<file path="src/rtl/hazard_stall_controller.sv">
// hazard_stall_controller
//   Load-use hazard detector and stall sequencer for the 5-stage pipeline.
//   Sits between IF/ID and ID/EX. Compares the IF/ID source registers against
//   loads sitting in ID/EX (hazA) and EX/MEM (hazB). It holds PC and IF/ID for
//   as many cycles as the load result lags, and bubbles the ID/EX control
//   meanwhile. A taken branch flushes IF/ID and wins over any stall. It also
//   keeps a saturating count of stall cycles.
//
// Parameters:
//   REG_W     width of register identifiers
//   LOAD_LAT  load-to-use latency in cycles (1..8); 1 = single bubble
//   ZERO_SAFE 1: destination register 0 never raises a hazard
//   CNT_W     width of StallCount
//
// Ports:
//   clk, rest             clock (rising edge), async active-low reset
//   MemRead_IDEX/IDEX_Rd  load flag / destination of the ID/EX instruction
//   MemRead_EXMEM/EXMEM_Rd load flag / destination of the EX/MEM instruction
//   IFID_Rs/IFID_Rt       source registers of the instruction in IF/ID
//   IFID_UsesRt           IF/ID instruction actually reads Rt
//   BranchTaken           branch resolved taken this cycle
//   ControllSignal        1 = pass ID control, 0 = insert bubble
//   FrezeIFID/FrezePC     hold IF/ID / hold PC
//   FlushIFID             clear IF/ID to NOP
//   StallCount            stall cycles since reset, saturating
module hazard_stall_controller #(
    parameter int REG_W     = 16,
    parameter int LOAD_LAT  = 1,
    parameter int ZERO_SAFE = 1,
    parameter int CNT_W     = 16
) (
    input  logic             clk,
    input  logic             rest,
    input  logic             MemRead_IDEX,
    input  logic [REG_W-1:0] IDEX_Rd,
    input  logic             MemRead_EXMEM,
    input  logic [REG_W-1:0] EXMEM_Rd,
    input  logic [REG_W-1:0] IFID_Rs,
    input  logic [REG_W-1:0] IFID_Rt,
    input  logic             IFID_UsesRt,
    input  logic             BranchTaken,
    output logic             ControllSignal,
    output logic             FrezeIFID,
    output logic             FrezePC,
    output logic             FlushIFID,
    output logic [CNT_W-1:0] StallCount
);

    // rem must hold LOAD_LAT-1 (at most 7)
    localparam int REM_W = (LOAD_LAT > 1) ? $clog2(LOAD_LAT) : 1;

    typedef enum logic [0:0] {
        IDLE  = 1'b0,
        STALL = 1'b1
    } state_t;

    state_t             state_r, state_nxt_s;
    logic [REM_W-1:0]   rem_r, rem_nxt_s;
    logic [CNT_W-1:0]   cnt_r;
    logic               haz_a_s, haz_b_s;
    logic               stall_s, flush_s;
    logic               stall_out_s, flush_out_s;

    // Source-operand match against a producer destination, with the
    // optional suppression of register 0 (hard-wired zero).
    function automatic logic match_f(
        input logic [REG_W-1:0] rd,
        input logic [REG_W-1:0] rs,
        input logic [REG_W-1:0] rt,
        input logic             uses_rt
    );
        logic hit;
        hit = (rs == rd) || (uses_rt && (rt == rd));
        if ((ZERO_SAFE != 0) && (rd == {REG_W{1'b0}})) begin
            hit = 1'b0;
        end else begin
            hit = hit;
        end
        return hit;
    endfunction

    assign haz_a_s = MemRead_IDEX && match_f(IDEX_Rd, IFID_Rs, IFID_Rt, IFID_UsesRt);
    assign haz_b_s = (LOAD_LAT >= 2) && MemRead_EXMEM &&
                     match_f(EXMEM_Rd, IFID_Rs, IFID_Rt, IFID_UsesRt);

    // Next-state, remaining-cycle and stall/flush decision
    always_comb begin
        state_nxt_s = state_r;
        rem_nxt_s   = rem_r;
        stall_s     = 1'b0;
        flush_s     = 1'b0;
        case (state_r)
            IDLE: begin
                if (BranchTaken) begin
                    flush_s = 1'b1;
                end else if (haz_a_s) begin
                    stall_s = 1'b1;
                    if (LOAD_LAT >= 2) begin
                        rem_nxt_s   = REM_W'(LOAD_LAT - 1);
                        state_nxt_s = STALL;
                    end else begin
                        state_nxt_s = IDLE;
                    end
                end else if (haz_b_s) begin
                    stall_s = 1'b1;
                    if (LOAD_LAT >= 3) begin
                        rem_nxt_s   = REM_W'(LOAD_LAT - 2);
                        state_nxt_s = STALL;
                    end else begin
                        state_nxt_s = IDLE;
                    end
                end else begin
                    state_nxt_s = IDLE;
                end
            end
            STALL: begin
                // Hazard inputs are deliberately ignored here; a taken
                // branch aborts the remaining stall.
                if (BranchTaken) begin
                    flush_s     = 1'b1;
                    rem_nxt_s   = {REM_W{1'b0}};
                    state_nxt_s = IDLE;
                end else begin
                    stall_s   = 1'b1;
                    rem_nxt_s = rem_r - REM_W'(1);
                    if (rem_r == REM_W'(1)) begin
                        state_nxt_s = IDLE;
                    end else begin
                        state_nxt_s = STALL;
                    end
                end
            end
            default: begin
                state_nxt_s = IDLE;
                rem_nxt_s   = {REM_W{1'b0}};
            end
        endcase
    end

    // Reset low forces the normal output set straight away, even mid-stall
    assign stall_out_s = stall_s && rest;
    assign flush_out_s = flush_s && rest;

    assign ControllSignal = ~stall_out_s;
    assign FrezeIFID      = stall_out_s;
    assign FrezePC        = stall_out_s;
    assign FlushIFID      = flush_out_s;
    assign StallCount     = cnt_r;

    // FSM state and remaining-cycle register
    always_ff @(posedge clk or negedge rest) begin
        if (!rest) begin
            state_r <= IDLE;
            rem_r   <= {REM_W{1'b0}};
        end else begin
            state_r <= state_nxt_s;
            rem_r   <= rem_nxt_s;
        end
    end

    // Saturating stall-cycle counter, cleared only by reset
    always_ff @(posedge clk or negedge rest) begin
        if (!rest) begin
            cnt_r <= {CNT_W{1'b0}};
        end else if (stall_out_s && (cnt_r != {CNT_W{1'b1}})) begin
            cnt_r <= cnt_r + CNT_W'(1);
        end else begin
            cnt_r <= cnt_r;
        end
    end

endmodule

</file>
<file path="config.mk">
export PLATFORM = sky130hd
export DESIGN_NAME = hazard_stall_controller
export DESIGN_NICKNAME = d
export VERILOG_FILES = /design/src/rtl/hazard_stall_controller.sv
export SDC_FILE = /design/constraint.sdc
export NUM_CORES = 1
export LEC_CHECK = 0
export ABC_AREA = 0
export BUFFER_PORTS_ARGS = -buffer_cell sky130_fd_sc_hd__buf_2
export CELL_PAD_IN_SITES_DETAIL_PLACEMENT = 2
export CELL_PAD_IN_SITES_GLOBAL_PLACEMENT = 2
export CORE_MARGIN = 3
export CORE_UTILIZATION = 22
export CTS_CLUSTER_DIAMETER = 40
export DETAILED_ROUTE_END_ITERATION = 7
export GPL_TIMING_DRIVEN = 0
export PLACE_DENSITY = 0.81
export SLEW_MARGIN = 10
export SYNTH_ARGS = -nofsm -noshare
export SYNTH_HDL_FRONTEND = slang
export SYNTH_SLANG_ARGS = --single-unit
export TNS_END_PERCENT = 20
</file>
<file path="constraint.sdc">
create_clock -name clk -period 2 [get_ports clk]
set_clock_uncertainty 0.1 [all_clocks]
set_input_delay 0.1 -clock clk [delete_from_list [all_inputs] [get_ports clk]]
set_output_delay 0.1 -clock clk [all_outputs]
set_load 0.01 [all_outputs]
</file>
; Word level (Yosys, flattened, before mapping)
; Cells that the tools add are included.
[op_classes]
n_addsub = 2
eq_ne = 3
mux = 10
n_bitwise = 2
n_reduce_logical = 7
[ops]
columns = op, count
row1 = 16-bit == test, 2
row2 = "16-bit by 1-bit adder with 16-bit output, second input constant", 1
row3 = 16-bit zero test, 1
row4 = "16-bit inequality test, second input constant", 1
row5 = 1-bit 2-to-1 mux, 8
row6 = 1-bit logical AND, 5
row7 = 1-bit case mux with 2 select lines, 2
row8 = 1-bit NOT, 2
row9 = 1-bit logical OR, 1
row10 = "1-bit subtractor, second input constant", 1
[totals]
regBits = 18
input_bits = 70

; Longest topological paths before layout
[depth]
word_depth = 10
mapped_depth = 8

; Worst setup path before layout
; No wires, ideal clock.
[synth_timing]
path_kind = reg2reg
startpoint = reg cnt_r[0], in the netlist StallCount[0]
endpoint = reg cnt_r[10], in the netlist StallCount[10]
setup_ps = 126
arrival_time_ps = 1656
setup_slack_ps = 118
path_stages_with_launch = 9
period_less_slack_ps = 1882
path_cell_list = dfrtp_1 -> ha_1 -> and3_1 -> nand4_1 -> nor3_1 -> nor2_1 -> buf_6 -> nand4_1 -> xnor2_1
[synth_via]
elab_chain_cells = 2
elab_cells_between_ends = 3
[synth_lines]
columns = element, line
row1 = "start, declared", 59  ; logic [CNT_W-1:0] cnt_r;
row2 = "start signal, assigned", 164  ; cnt_r <= {CNT_W{1'b0}};
row3 = "start signal, assigned", 166  ; cnt_r <= cnt_r + CNT_W'(1);
row4 = "start signal, assigned", 168  ; cnt_r <= cnt_r;
row5 = "parallel branches: the longest is 2 deep, another holds 16-bit by 1-bit adder with 16-bit output", n/a
; Several ways; the timed one is not identified.
; A chain may end at the register's enable or synchronous reset.

; Final worst setup path
[layout_timing]
startpoint = in BranchTaken
endpoint = out FrezePC
[layout_via]
elab_chain_cells = 3
elab_cells_between_ends = 4
[layout_lines]
columns = element, line
row1 = "start, declared", 41  ; input logic BranchTaken,
row2 = "1-bit 2-to-1 mux, on equally long branches", "119, 94"
row3 = 1-bit case mux with 2 select lines (*), 92  ; case (state_r)
row4 = 1-bit logical AND (*), 141  ; assign stall_out_s = stall_s && rest;
row5 = "end, declared", 44  ; output logic FrezePC,
; Every way passes the cells marked *; elsewhere a longest branch is shown, timed or not.

==> flow_metrics.env <==
export IMPL_status="finished, final reports clean"
export IMPL_hp_class="input pin to flop"
export IMPL_end_kind="output pin"
export IMPL_final_common_cell="buf_2"
export IMPL_clk_latency_ns=0.25
export IMPL_synth_cell_types=28
export IMPL_r2r_setup_slack_ns=0.13
export IMPL_worst_pin_slew_ns=0.862
export IMPL_reg2reg_depth=7
export IMPL_rsz0062_at_grt="true"
export IMPL_cpPeakStageDelay_ns=0.53
export IMPL_drt_pass1_iter_count=4
export IMPL_gp_congestion=0.771
export IMPL_synth_warning_count=0
export IMPL_worst_endpoint_arrival_ns=1.67
export IMPL_min_period_ns=1.87
export IMPL_cts_tree="done"
export IMPL_grt_busiest_layer="met2"
export IMPL_mostFrequentLayoutCells="buf_2, xor2_1, dfrtp_1"
export IMPL_io_buffers=72
export IMPL_fill_cells=672
export IMPL_numCtsBuffers=3
export IMPL_cellLeakagePower_uw=0.000936
export IMPL_die_h_um=84.5
export IMPL_grt_pass1_vias=1539
export IMPL_crit_type="input pin to output pin"
export IMPL_fin_crit_sh_pct=93.4
export IMPL_ys_top_cells_by_area="dfrtp_1, xor2_1, xnor2_1"
export IMPL_diodes=0
export IMPL_fin_nets=295
export IMPL_ir_drop_mv=0.334
export IMPL_antenna_left=0
export IMPL_synth_top_area_cell="dfrtp_1"
export IMPL_worstSetupStartpointType="input pin"
export IMPL_pin_count=90
export IMPL_wl_um=4900
export IMPL_grt_max_degree=19
export IMPL_synthesis_area_um2=1360
export IMPL_r2r_end="StallCount[1]"
export IMPL_drc=0
export IMPL_coreArea_um2=5740
export IMPL_avgSynthCellArea_um2=9.61
export IMPL_gr_total_overflow=0
export IMPL_die_w_um=84.5
export IMPL_endpoint="FrezePC"
export IMPL_max_clock_freq_ghz=0.535
export IMPL_met1_usage_pct=18.1
export IMPL_min_from="IFID_UsesRt"
export IMPL_clkTransAtPathRegs_ns=0.07
export IMPL_met2_usage_pct=23.7
export IMPL_drv_cap=0
export IMPL_grt_pass1_wl_um=7870
export IMPL_multi_input_area_um2=895
export IMPL_holdWs_ns=0.345
export IMPL_tritoncts_num_sinks=18
export IMPL_routedWlPerCell_um=16.7
export IMPL_cp_data_required_time_ns=1.80
export IMPL_num_vias=1384
export IMPL_yosysSeqAreaShare_pct=33.2
export IMPL_hold_viol_final=0
export IMPL_vias_per_cell=4.71
export IMPL_critPathLaunch="BranchTaken"
export IMPL_maxSlewHeadroom_pct=42.3
export IMPL_seqCellArea_um2=450
export IMPL_power_density_nw_per_um2=411
export IMPL_grt_total_usage_pct=13.8
export IMPL_setup_viol=0
export IMPL_path_max_fanout=3
export IMPL_placed_area_um2=1810
export IMPL_r2r_start="StallCount[0]"
export IMPL_syn_nets=212
export IMPL_syn_inst=141
export IMPL_layout_drive_gt1_share_pct=44.1
export IMPL_hpwl_um=3920
export IMPL_clock_path_buffers=2
export IMPL_start_util_pct=23.6
export IMPL_dr_first_iter_drc_count=31
export IMPL_cpMaxStageDelayCell="dlygate4sd3_1"
export IMPL_crit_chain="dlygate4sd3_1 > buf_2 > inv_1 > and3_1 > a41oi_4 > inv_1 > and2_1 > buf_4 > buf_2"
export IMPL_design_area_um2=1940
export IMPL_slew_viol_final=0
export IMPL_synth_seq_cells=18
export IMPL_area_growth_pct=42.8
export IMPL_num_rows=27
export IMPL_antenna_found_initial=0
export IMPL_grtUsageMet3_pct=2.36
export IMPL_clockRootBuffer="clkbuf_8"
export IMPL_die_area_um2=7140
export IMPL_htreeDepth=1
export IMPL_fin_util_pct=33.7
export IMPL_synth_top_area_share_pct=33.2
## how the worst min path moves through the flow
stage                     slack (ns)  cells after the start             end
after floorplan                -0.30                      0   StallCount[0]
after global placement         -0.02                      1   StallCount[9]
after detailed placement       -0.01                      1   StallCount[9]
after CTS                       0.27                      4  StallCount[12]
after global routing            0.37                      1         state_r
final                           0.35                      6   StallCount[6]
## metrics by stage
stage | power, uW | setup WS [ns] | setup TNS [ns] | std cells
2_1_floorplan | 441 | 0.118 | 0 | 141
3_5_place_dp | 538 | -0.126 | -1.02 | 285
6_report | 796 | 0.132 | 0 | 294
4_1_cts | 806 | 0.0217 | 0 | 292
3_3_place_gp | 532 | -0.0890 | -0.346 | 285
5_1_grt | 840 | -0.00789 | -0.00789 | 294
## flip-flops by register name, indices dropped and copies added (netlist names)
name / count
StallCount: 16
state_r: 1
rem_r: 1
## logic make-up after synthesis
group	share of synthesized area, %
muxes	1.11
buffers and inverters	3.60
and+or+nand+nor	26.6
DFF	33.2
adders and majority gates	0.923
AOI/OAI and AO/OA	6.09
xor gates and xnor gates	28.4
## synth_stat cells
cell type  instances
and3_1             8
nor3_1             5
a21o_1             1
a41oi_1            1
nand3_1            8
and2_1             4
buf_4              1
a41oi_2            1
o21ai_4            1
nor2_1             5
xnor2_1           13
nor4_1            10
ha_1               1
and4_2             1
xor2_1            31
inv_1              5
dfrtp_1           18
nor2b_1            1
mux2_4             1
nand3_2            4
nor4_2             2
nand2_1            5
a21oi_1            3
buf_6              2
nand2_2            1
nand3b_1           1
a31oi_1            3
nand4_1            4
## power by group
group / switching [uW] / internal (uW) / total, uW
Sequential: 2.96 / 367 / 370
Combinational: 88.2 / 81.7 / 170
Clock: 122 / 134 / 256
Total: 213 / 583 / 796
## worst max-delay path, delay by kind of cell
family	cells	cell delay, ns
and+or+nand+nor	2	0.35
buffers and inverters	6	1.04
AOI/OAI and AO/OA	1	0.18
## repair_timing
item | in CTS | in global routing
buffers inserted | 2 | 1
resized for setup | 2 | 7
gates cloned | 0 | 1
pin swaps | 1 | 2
endpoints found under the hold margin | 19 | 0
setup endpoints to repair | 14 | 13
hold buffers | 2 | 0
## metal layers
layer	part of all wire [%]	routed length (um)	vias up
li1	-	-	664
met1	43	2100	667
met2	50	2450	49
met3	6.2	306	4
met4	0.92	45	0
met5	0	0	-
## cell type report
cell class	count	share of cell area [%]
inverters	5	0.970
well taps	72	4.65
multi-input cells	115	46.2
repair buffers	78	21.2
flip-flops and latches	18	23.3
plain buffers	3	1.55
clock buffers	3	2.13
Power figures use the tool's default switching activity.
